$ cat src/rtl/i2c_arbiter.sv
`default_nettype none
// ============================================================================
//  Module   : i2c_arbiter
//  Purpose  : Round-robin sharing of one i2c_core between requester A (UART
//             control path) and requester B (RTC poller). Issues the start
//             pulse and descriptor, steers byte handshakes to the owner,
//             enforces a bus-free gap and a progress timeout.
//  Revision : 1.0  initial release
// ============================================================================
module i2c_arbiter #(
  parameter int GAP_CYCLES     = 64,
  parameter int TIMEOUT_CYCLES = 1_000_000
) (
  input  logic       clk,
  input  logic       reset,
  input  logic       req_a,
  input  logic       req_b,
  input  logic       rw_a,
  input  logic       rw_b,
  input  logic [6:0] addr_a,
  input  logic [6:0] addr_b,
  input  logic [7:0] nbytes_a,
  input  logic [7:0] nbytes_b,
  input  logic       wdata_valid_a,
  input  logic       wdata_valid_b,
  input  logic [7:0] wdata_a,
  input  logic [7:0] wdata_b,
  output logic       wdata_ready_a,
  output logic       wdata_ready_b,
  output logic       rdata_valid_a,
  output logic       rdata_valid_b,
  output logic [7:0] rdata_a,
  output logic [7:0] rdata_b,
  output logic       grant_a,
  output logic       grant_b,
  output logic       done_a,
  output logic       done_b,
  output logic       err,
  output logic       i2c_en,
  output logic       i2c_rw,
  output logic [6:0] i2c_addr,
  output logic [7:0] i2c_byte_read,
  output logic       i2c_in_valid,
  output logic [7:0] i2c_in_data,
  input  logic       i2c_in_ready,
  input  logic       i2c_out_valid,
  input  logic [7:0] i2c_out_data
);

  localparam int c_timer_w = (TIMEOUT_CYCLES > 2) ? $clog2(TIMEOUT_CYCLES) : 1;
  localparam int c_gap_w   = (GAP_CYCLES > 1) ? $clog2(GAP_CYCLES + 1) : 1;
  localparam logic [c_timer_w-1:0] c_tmo_last = c_timer_w'(TIMEOUT_CYCLES - 1);
  localparam logic [c_gap_w-1:0]   c_gap_last = c_gap_w'(GAP_CYCLES - 1);
  // With a one-cycle gap the done pulse must be raised on entry to GAP.
  localparam bit c_gap_one = (GAP_CYCLES == 1);

  typedef enum logic [1:0] {
    S_IDLE  = 2'd0,
    S_START = 2'd1,
    S_XFER  = 2'd2,
    S_GAP   = 2'd3
  } state_t;

  state_t               r_state;
  logic                 r_grant_a;
  logic                 r_grant_b;
  logic                 r_last_b;      // 1 = B was granted most recently
  logic                 r_rw;
  logic [6:0]           r_addr;
  logic [7:0]           r_nbytes;
  logic [7:0]           r_cnt;
  logic [c_timer_w-1:0] r_timer;
  logic [c_gap_w-1:0]   r_gap;
  logic                 r_abort;
  logic                 r_done_a;
  logic                 r_done_b;
  logic                 r_err;
  logic                 r_en;

  logic                 w_xfer_wr;
  logic                 w_xfer_rd;
  logic                 w_wvalid;
  logic [7:0]           w_wdata;
  logic                 w_hs;
  logic                 w_pick_b;
  logic [7:0]           w_cnt_inc;
  logic [c_gap_w-1:0]   w_gap_inc;

  // Byte steering: only the owner sees handshakes, and only while in XFER.
  always_comb begin
    w_xfer_wr = (r_state == S_XFER) && !r_rw;
    w_xfer_rd = (r_state == S_XFER) && r_rw;
    w_wvalid  = 1'b0;
    w_wdata   = 8'h00;
    if (r_grant_a) begin
      w_wvalid = wdata_valid_a;
      w_wdata  = wdata_a;
    end else if (r_grant_b) begin
      w_wvalid = wdata_valid_b;
      w_wdata  = wdata_b;
    end
    w_hs      = (w_xfer_wr && w_wvalid && i2c_in_ready) || (w_xfer_rd && i2c_out_valid);
    // B wins when it is alone, or on a tie when A went last.
    w_pick_b  = req_b && (!req_a || !r_last_b);
    w_cnt_inc = r_cnt + 8'd1;
    w_gap_inc = r_gap + 1'b1;
  end

  assign i2c_in_valid  = w_xfer_wr && w_wvalid;
  assign i2c_in_data   = w_xfer_wr ? w_wdata : 8'h00;
  assign wdata_ready_a = i2c_in_ready && r_grant_a && w_xfer_wr;
  assign wdata_ready_b = i2c_in_ready && r_grant_b && w_xfer_wr;
  assign rdata_valid_a = i2c_out_valid && r_grant_a && w_xfer_rd;
  assign rdata_valid_b = i2c_out_valid && r_grant_b && w_xfer_rd;
  assign rdata_a       = i2c_out_data;
  assign rdata_b       = i2c_out_data;
  assign grant_a       = r_grant_a;
  assign grant_b       = r_grant_b;
  assign done_a        = r_done_a;
  assign done_b        = r_done_b;
  assign err           = r_err;
  assign i2c_en        = r_en;
  assign i2c_rw        = r_rw;
  assign i2c_addr      = r_addr;
  assign i2c_byte_read = r_nbytes;

  // Transaction sequencer: arbitrate, start, count bytes, timeout, gap, done.
  always_ff @(posedge clk) begin
    if (reset) begin
      r_state   <= S_IDLE;
      r_grant_a <= 1'b0;
      r_grant_b <= 1'b0;
      r_last_b  <= 1'b1;
      r_rw      <= 1'b0;
      r_addr    <= 7'h00;
      r_nbytes  <= 8'h00;
      r_cnt     <= 8'h00;
      r_timer   <= '0;
      r_gap     <= '0;
      r_abort   <= 1'b0;
      r_done_a  <= 1'b0;
      r_done_b  <= 1'b0;
      r_err     <= 1'b0;
      r_en      <= 1'b0;
    end else begin
      r_en     <= 1'b0;
      r_done_a <= 1'b0;
      r_done_b <= 1'b0;
      r_err    <= 1'b0;
      case (r_state)
        S_IDLE: begin
          if (req_a || req_b) begin
            r_grant_a <= !w_pick_b;
            r_grant_b <= w_pick_b;
            r_last_b  <= w_pick_b;
            r_rw      <= w_pick_b ? rw_b     : rw_a;
            r_addr    <= w_pick_b ? addr_b   : addr_a;
            r_nbytes  <= w_pick_b ? nbytes_b : nbytes_a;
            r_state   <= S_START;
          end
        end
        S_START: begin
          r_en    <= 1'b1;
          r_cnt   <= 8'h00;
          r_timer <= '0;
          r_gap   <= '0;
          if (r_nbytes == 8'h00) begin
            r_state <= S_GAP;
            if (c_gap_one) begin
              r_done_a <= r_grant_a;
              r_done_b <= r_grant_b;
            end
          end else begin
            r_state <= S_XFER;
          end
        end
        S_XFER: begin
          if (w_hs) begin
            r_cnt   <= w_cnt_inc;
            r_timer <= '0;
            if (w_cnt_inc == r_nbytes) begin
              r_state <= S_GAP;
              if (c_gap_one) begin
                r_done_a <= r_grant_a;
                r_done_b <= r_grant_b;
              end
            end
          end else if (r_timer == c_tmo_last) begin
            r_abort <= 1'b1;
            r_state <= S_GAP;
            if (c_gap_one) begin
              r_done_a <= r_grant_a;
              r_done_b <= r_grant_b;
              r_err    <= 1'b1;
            end
          end else begin
            // Leaves XFER at c_tmo_last, so the timer never wraps.
            r_timer <= r_timer + 1'b1;
          end
        end
        S_GAP: begin
          if (r_gap == c_gap_last) begin
            r_state   <= S_IDLE;
            r_grant_a <= 1'b0;
            r_grant_b <= 1'b0;
            r_abort   <= 1'b0;
          end else begin
            r_gap <= w_gap_inc;
            if (w_gap_inc == c_gap_last) begin
              r_done_a <= r_grant_a;
              r_done_b <= r_grant_b;
              r_err    <= r_abort;
            end
          end
        end
        default: r_state <= S_IDLE;
      endcase
    end
  end

endmodule
`default_nettype wire

$ cat config.mk
export PLATFORM = sky130hd
export DESIGN_NAME = i2c_arbiter
export DESIGN_NICKNAME = d
export VERILOG_FILES = /design/src/rtl/i2c_arbiter.sv
export SDC_FILE = /design/constraint.sdc
export NUM_CORES = 1
export LEC_CHECK = 0
export CAP_MARGIN = 15
export CORE_MARGIN = 8
export CORE_UTILIZATION = 46
export DETAILED_ROUTE_END_ITERATION = 10
export PLACE_DENSITY = 0.86
export SYNTH_ARGS = -nofsm -noshare
export SYNTH_HDL_FRONTEND = slang
export SYNTH_SLANG_ARGS = --single-unit
$ cat constraint.sdc
create_clock -name clk -period 2.73 [get_ports clk]
set_input_delay 0.273 -clock clk [delete_from_list [all_inputs] [get_ports clk]]
set_output_delay 0.273 -clock clk [all_outputs]
set_load 0.1 [all_outputs]
# Word level (Yosys, flattened, before mapping)
# Index checks and enable logic that the tools add are counted.
# totals
ff_bits	61
input_bits	64
word_cells	102
# classes
add_sub_neg	3
eq_ne	16
mux	31
n_bitwise	2
reduce_logical	35
# ops
cell	n
20-bit 2-to-1 mux	2
8-bit 2-to-1 mux	5
20-bit one-hot mux with 2 select lines	1
20-bit by 1-bit adder with 20-bit output (second input constant)	1
20-bit equality test (second input constant)	1
8-bit one-hot mux with 2 select lines	1
7-bit by 6-bit equality test with 1-bit output (second input constant)	2
1-bit logical AND	14
7-bit 2-to-1 mux	2
7-bit one-hot mux with 2 select lines	1
1-bit 2-to-1 mux	10
2-bit 2-to-1 mux	5
2-bit inequality test (second input constant)	5
8-bit by 1-bit adder with 8-bit output (second input constant)	1
8-bit equality test	1
8-bit zero test	1
2-bit one-hot mux with 4 select lines	1
2-bit AND reduction	4
4-bit AND reduction	2
2-bit nonzero test	4
7-bit by 1-bit adder with 7-bit output (second input constant)	1
3-bit by 2-bit inequality test with 1-bit output (second input constant)	2
1-bit one-hot mux with 2 select lines	3
2-bit equality test (second input constant)	2
other kinds (9)	15

# Depth between registers and ports, before layout
# logic_depth
ltp_word	7
ltp_mapped	9
mapped_depth_nobuf	8

# Worst setup path after synthesis
# Ideal clock, no wire load.
# synth_timing
path_type	register -> output
start	register r_grant_a, in the netlist grant_a
end	output i2c_in_valid
arrival_time_ps	3026
required_time_ps	2457
slack_ps	-569
stages_incl_launch_ff	5
path_buffers	2
cell_sequence	dfxtp_1 -> clkbuf_1 -> clkbuf_1 -> nand2_1 -> a21oi_1
# synth_between
elab_chain_len	2
# synth_lines
element	line	source
from (decl)	65	logic r_grant_a;
from (signal assigned)	153	r_grant_a <= !w_pick_b;
1-bit 2-to-1 mux	95	if (r_grant_a) begin
1-bit logical AND	109	assign i2c_in_valid = w_xfer_wr && w_wvalid;
to (decl)	43	output logic i2c_in_valid,
# Every way passes these cells.

# Final worst setup path
# layout_timing
start	register r_state[0]
end	output i2c_in_valid
# layout_between
elab_chain_len	3
# layout_lines
element	line	source
from (decl)	64	state_t r_state;
from (signal assigned)	130	r_state <= S_IDLE;
from (signal assigned)	159	r_state <= S_START;
from (signal assigned)	168	r_state <= S_GAP;
2-bit equality test	91	w_xfer_wr = (r_state == S_XFER) && !r_rw;
1-bit logical AND	91	
1-bit logical AND	109	
# Every way passes these cells.

==> Implementation_results.wiki <==
{| class="wikitable"
! Metric !! Value
|-
| Placed cells || 565
|-
| Source of the worst hold timing path || r_gap[6]$_SDFFE_PP0P_
|-
| Data required time of the critical path || 2.46 ns
|-
| Clock Sink Count || 61
|-
| Buffers inserted by post-CTS timing repair || 0
|-
| Signed area change from the synthesized netlist to the final layout || 32.7%
|-
| Endpoint of the worst hold path || r_gap[6]$_SDFFE_PP0P_
|-
| Share of post-route cells with drive strength above 1 || 15.8%
|-
| Relative max-transition margin || 57.3%
|-
| Inserted Clock Buffers || 9
|-
| Count of H-tree levels built during CTS || 3
|-
| #FFs+latches synth || 61
|-
| Path category of the worst min-delay check || register to register
|-
| Antenna violations before repair || 0
|-
| Endpoint arrival time on the critical path || 2.07 ns
|-
| Synth unique cells || 52
|-
| Critical Path Sink Type || output pin
|-
| Die height || 103 um
|-
| Post-detailed-placement cell area || 0.00436 sq mm
|-
| Start of the worst register-to-register path || r_state[0]$_SDFFE_PP0P_
|-
| Clock transition at the registers of the reported paths || 0.07 ns
|-
| Clk_lat worst skew || 0.35 ns
|-
| Adder-cell share of the synthesized area || 3.25%
|-
| Drc violations || 0
|-
| Register area share after synthesis || 35.3%
|-
| CP max FO || 9
|-
| Leak pwr || 0.00179 uW
|-
| Critical path, cell by cell || inv_1 > ha_1 > nand2b_1 > a21oi_2 > buf_12
|-
| # port buffers || 90
|-
| Mux share of post-synthesis cell area || 5.82%
|-
| Post-synthesis simple-gate area fraction || 23.8%
|-
| Number of cells in the finished layout apart from fillers || 581
|-
| Die extent in x || 103 um
|-
| Final period util || 85.9%
|-
| Core outline area || 0.00725 sq mm
|-
| R2R cell count || 8
|-
| Slack of the worst reg-to-reg path || 0.41 ns
|-
| Global placement routability congestion || 0.885
|-
| Max stage delay on crit path || 0.38 ns
|-
| Kind of start point of the critical path || register
|-
| Largest net degree at the start of global routing || 33
|-
| Max-cap viol count || 0
|-
| Instance count of the mapped netlist || 411
|-
| Power per unit of standard cell area || 859 mW/mm^2
|-
| Buffer cell driving the clock tree root || sky130_fd_sc_hd__clkbuf_8
|-
| Number of hold violations in the final report || 0
|-
| Mean instance size in the synthesized netlist || 8.42 sq um
|-
| Number of top-level design ports || 115
|-
| Number of nets in the layout || 550
|-
| Via count of the first global-routing pass || 3,211
|-
| Classification of the worst setup path || register to output pin
|-
| Routed via count || 3,244
|-
| Dominant combinational cell family by area after synthesis || simple AND/OR/NAND/NOR gates
|-
| Final setup viols || 0
|-
| ANT cells || 0
|-
| Most used flip-flop cell after synthesis || sky130_fd_sc_hd__dfxtp_1
|-
| Drt first-iter violations || 294
|-
| Final Core Density || 63.3%
|-
| TritonCTS clock tree || built
|-
| Total non-filler cell area in the finished layout || 0.00459 sq mm
|-
| # hold bufs at CTS || 0
|-
| CP max stage cell || sky130_fd_sc_hd__nand2b_1
|-
| Die Outline Area || 0.0106 sq mm
|-
| Worst hold-check slack || 0.465 ns
|-
| Sum of negative setup slack || 0 ns
|-
| Worst voltage drop across the vdd grid || 635 uV
|-
| Shortest period the worst path allows || 2.34 ns
|-
| Final slew viol count || 0
|-
| Count of flip-flops with a built-in enable after synthesis || 0
|-
| Number of cell rows || 31
|-
| Transition time at the pin with the least slew margin || 0.622 ns
|-
| Wirelength, routed || 9110 um
|-
| XOR/XNOR share of the synthesized area || 6.84%
|-
| Yosys warning total || 0
|-
| Post-detailed-placement half-perimeter wirelength || 6840 um
|-
| Depth of the worst hold-timing path || 2
|-
| Initial Util || 47.7%
|-
| GRT overflow || 0
|-
| Reg2reg end || r_state[1]$_SDFFE_PP0P_
|-
| Via density per instance || 5.58
|-
| Detail-routed net length per standard cell || 15.7 um
|-
| Overall track demand over capacity in global routing || 17.5%
|-
| RSZ-0062 raised after global routing || no
|-
| Result of the run || complete, no violations
|-
| Worst-case clock skew || 0.00693 ns
|-
| Synth Area in Compound Gates || 18.1%
|-
| Wire length of the first global-routing pass || 14,700 um
|-
| Number of buffers on the longest clock path || 2
|-
| Drt first pass iters || 4
|-
| Post-synth design cell area || 0.00346 sq mm
|-
| Post-synthesis net count || 484
|-
| Achievable frequency || 427 MHz
|-
| Fraction of registers with async set or reset after synthesis || 0%
|-
| CTS-repair resized insts || 0
|-
| Remaining antenna violation count || 0
|}
[area by class of cell]
| cell class | count | area (sq um) |
|---|---|---|
| Clock buffer | 10 | 138 |
| Clock inverter | 6 | 93.8 |
| Fill cell | 581 | 2660 |
| Inverter | 8 | 30.0 |
| Multi-Input combinational cell | 303 | 2030 |
| Sequential cell | 61 | 1220 |
| Tap cell | 99 | 124 |
| Timing Repair Buffer | 94 | 956 |
[critical path: cells and delay by family (launching register included)]
| family | cells | cell delay, ns |
|---|---|---|
| buffers and inverters | 2 | 0.34 |
| AOI/OAI and AO/OA | 1 | 0.28 |
| DFF | 1 | 0.35 |
| and+or+nand+nor | 1 | 0.38 |
| adders and majority gates | 1 | 0.36 |
[cells in the final DEF, fill, tap and decap left out, drive strengths merged, types with 3 or more instances in the layout]
| cell | count |
|---|---|
| a211oi | 20 |
| a21o | 3 |
| a21oi | 22 |
| a22oi | 10 |
| a31oi | 8 |
| and2 | 7 |
| and3 | 14 |
| and4 | 5 |
| buf | 39 |
| clkbuf | 10 |
| clkdlybuf4s50 | 55 |
| dfxtp | 61 |
| ha | 9 |
| inv | 9 |
| mux2i | 19 |
| nand2 | 11 |
| nand2b | 6 |
| nand3 | 9 |
| nand4 | 10 |
| nor2 | 63 |
| nor2b | 6 |
| nor3 | 7 |
| nor4 | 3 |
| o21ai | 14 |
| or3b | 3 |
| xnor2 | 8 |
| xor2 | 19 |
[power by group]
part           internal [uW]  switching, uW  total [uW]  leakage (uW)
sequential              1010            155        1170      0.000497
clock                    545            387         932      0.000113
combinational            516           1330        1850       0.00118
[worst max path at each step]
stage                                  from                 endpoint
finish              r_state[0]$_SDFFE_PP0P_             i2c_in_valid
floorplan              grant_a$_SDFFE_PP0P_             i2c_in_valid
global route        r_state[0]$_SDFFE_PP0P_  r_state[1]$_SDFFE_PP0P_
global placement    r_state[0]$_SDFFE_PP0P_  r_state[1]$_SDFFE_PP0P_
CTS                 r_state[0]$_SDFFE_PP0P_             i2c_in_valid
detailed placement  r_state[0]$_SDFFE_PP0P_  r_state[1]$_SDFFE_PP0P_
[sequential cells by signal (all words and copies together), names as in the netlist, 2 cells and up]
signal,flops
r_timer,20
i2c_byte_read,8
r_cnt,8
i2c_addr,7
r_gap,7
r_state,2
[per-layer routing]
| layer | GRT usage (%) | share of wire [%] |
|---|---|---|
| met5 | 0 | 0 |
| met3 | 6.01 | 7.3 |
| met1 | 19.8 | 41 |
| met2 | 29.7 | 50 |
| met4 | 6.32 | 2.1 |
[metrics by stage]
step	power, uW	setup WS [ns]
2_1_floorplan	2690	-0.0314
3_3_place_gp	2990	0.531
3_5_place_dp	3030	0.452
4_1_cts	3960	0.353
5_1_grt	4120	0.152
6_report	3940	0.386
[cell usage after synthesis (2+ instances only)]
| master | number | area (sq um) |
|---|---|---|
| sky130_fd_sc_hd__clkbuf_1 | 20 | 75.1 |
| sky130_fd_sc_hd__a31oi_1 | 8 | 50.1 |
| sky130_fd_sc_hd__nand3b_1 | 2 | 15.0 |
| sky130_fd_sc_hd__xnor2_1 | 8 | 70.1 |
| sky130_fd_sc_hd__nor2_1 | 63 | 236 |
| sky130_fd_sc_hd__nand4_1 | 10 | 62.6 |
| sky130_fd_sc_hd__a211o_1 | 2 | 17.5 |
| sky130_fd_sc_hd__nor4_1 | 2 | 12.5 |
| sky130_fd_sc_hd__xor2_1 | 19 | 166 |
| sky130_fd_sc_hd__or4b_1 | 2 | 20.0 |
| sky130_fd_sc_hd__a22oi_1 | 10 | 75.1 |
| sky130_fd_sc_hd__nor3_1 | 7 | 35.0 |
| sky130_fd_sc_hd__or3b_2 | 2 | 17.5 |
| sky130_fd_sc_hd__ha_1 | 9 | 113 |
| sky130_fd_sc_hd__buf_4 | 16 | 120 |
| sky130_fd_sc_hd__buf_2 | 2 | 10.0 |
| sky130_fd_sc_hd__a211oi_1 | 19 | 143 |
| sky130_fd_sc_hd__dfxtp_1 | 61 | 1220 |
| sky130_fd_sc_hd__or2_2 | 2 | 12.5 |
| sky130_fd_sc_hd__a21oi_1 | 22 | 110 |
| sky130_fd_sc_hd__and2_1 | 7 | 43.8 |
| sky130_fd_sc_hd__and4_1 | 5 | 43.8 |
| sky130_fd_sc_hd__nor2b_1 | 6 | 37.5 |
| sky130_fd_sc_hd__a21o_1 | 3 | 22.5 |
| sky130_fd_sc_hd__nand3_1 | 9 | 45.0 |
| sky130_fd_sc_hd__nand2b_1 | 6 | 37.5 |
| sky130_fd_sc_hd__nand2_1 | 10 | 37.5 |
| sky130_fd_sc_hd__o21ai_0 | 14 | 70.1 |
| sky130_fd_sc_hd__inv_1 | 8 | 30.0 |
| sky130_fd_sc_hd__and3b_1 | 2 | 17.5 |
| sky130_fd_sc_hd__a311oi_1 | 2 | 17.5 |
| sky130_fd_sc_hd__mux2i_1 | 19 | 190 |
| sky130_fd_sc_hd__and3_1 | 14 | 87.6 |
| sky130_fd_sc_hd__o31a_1 | 2 | 17.5 |
[cell families (layout without fill, tap and decap cells)]
logic type                 Yosys count  after routing
xor gates and xnor gates            27             27
DFF                                 61             61
and+or+nand+nor                    155            155
muxes                               20             20
AOI/OAI and AO/OA                   92             92
buffers and inverters               47            118
adders and majority gates            9              9
Power figures use the tool's default switching activity.
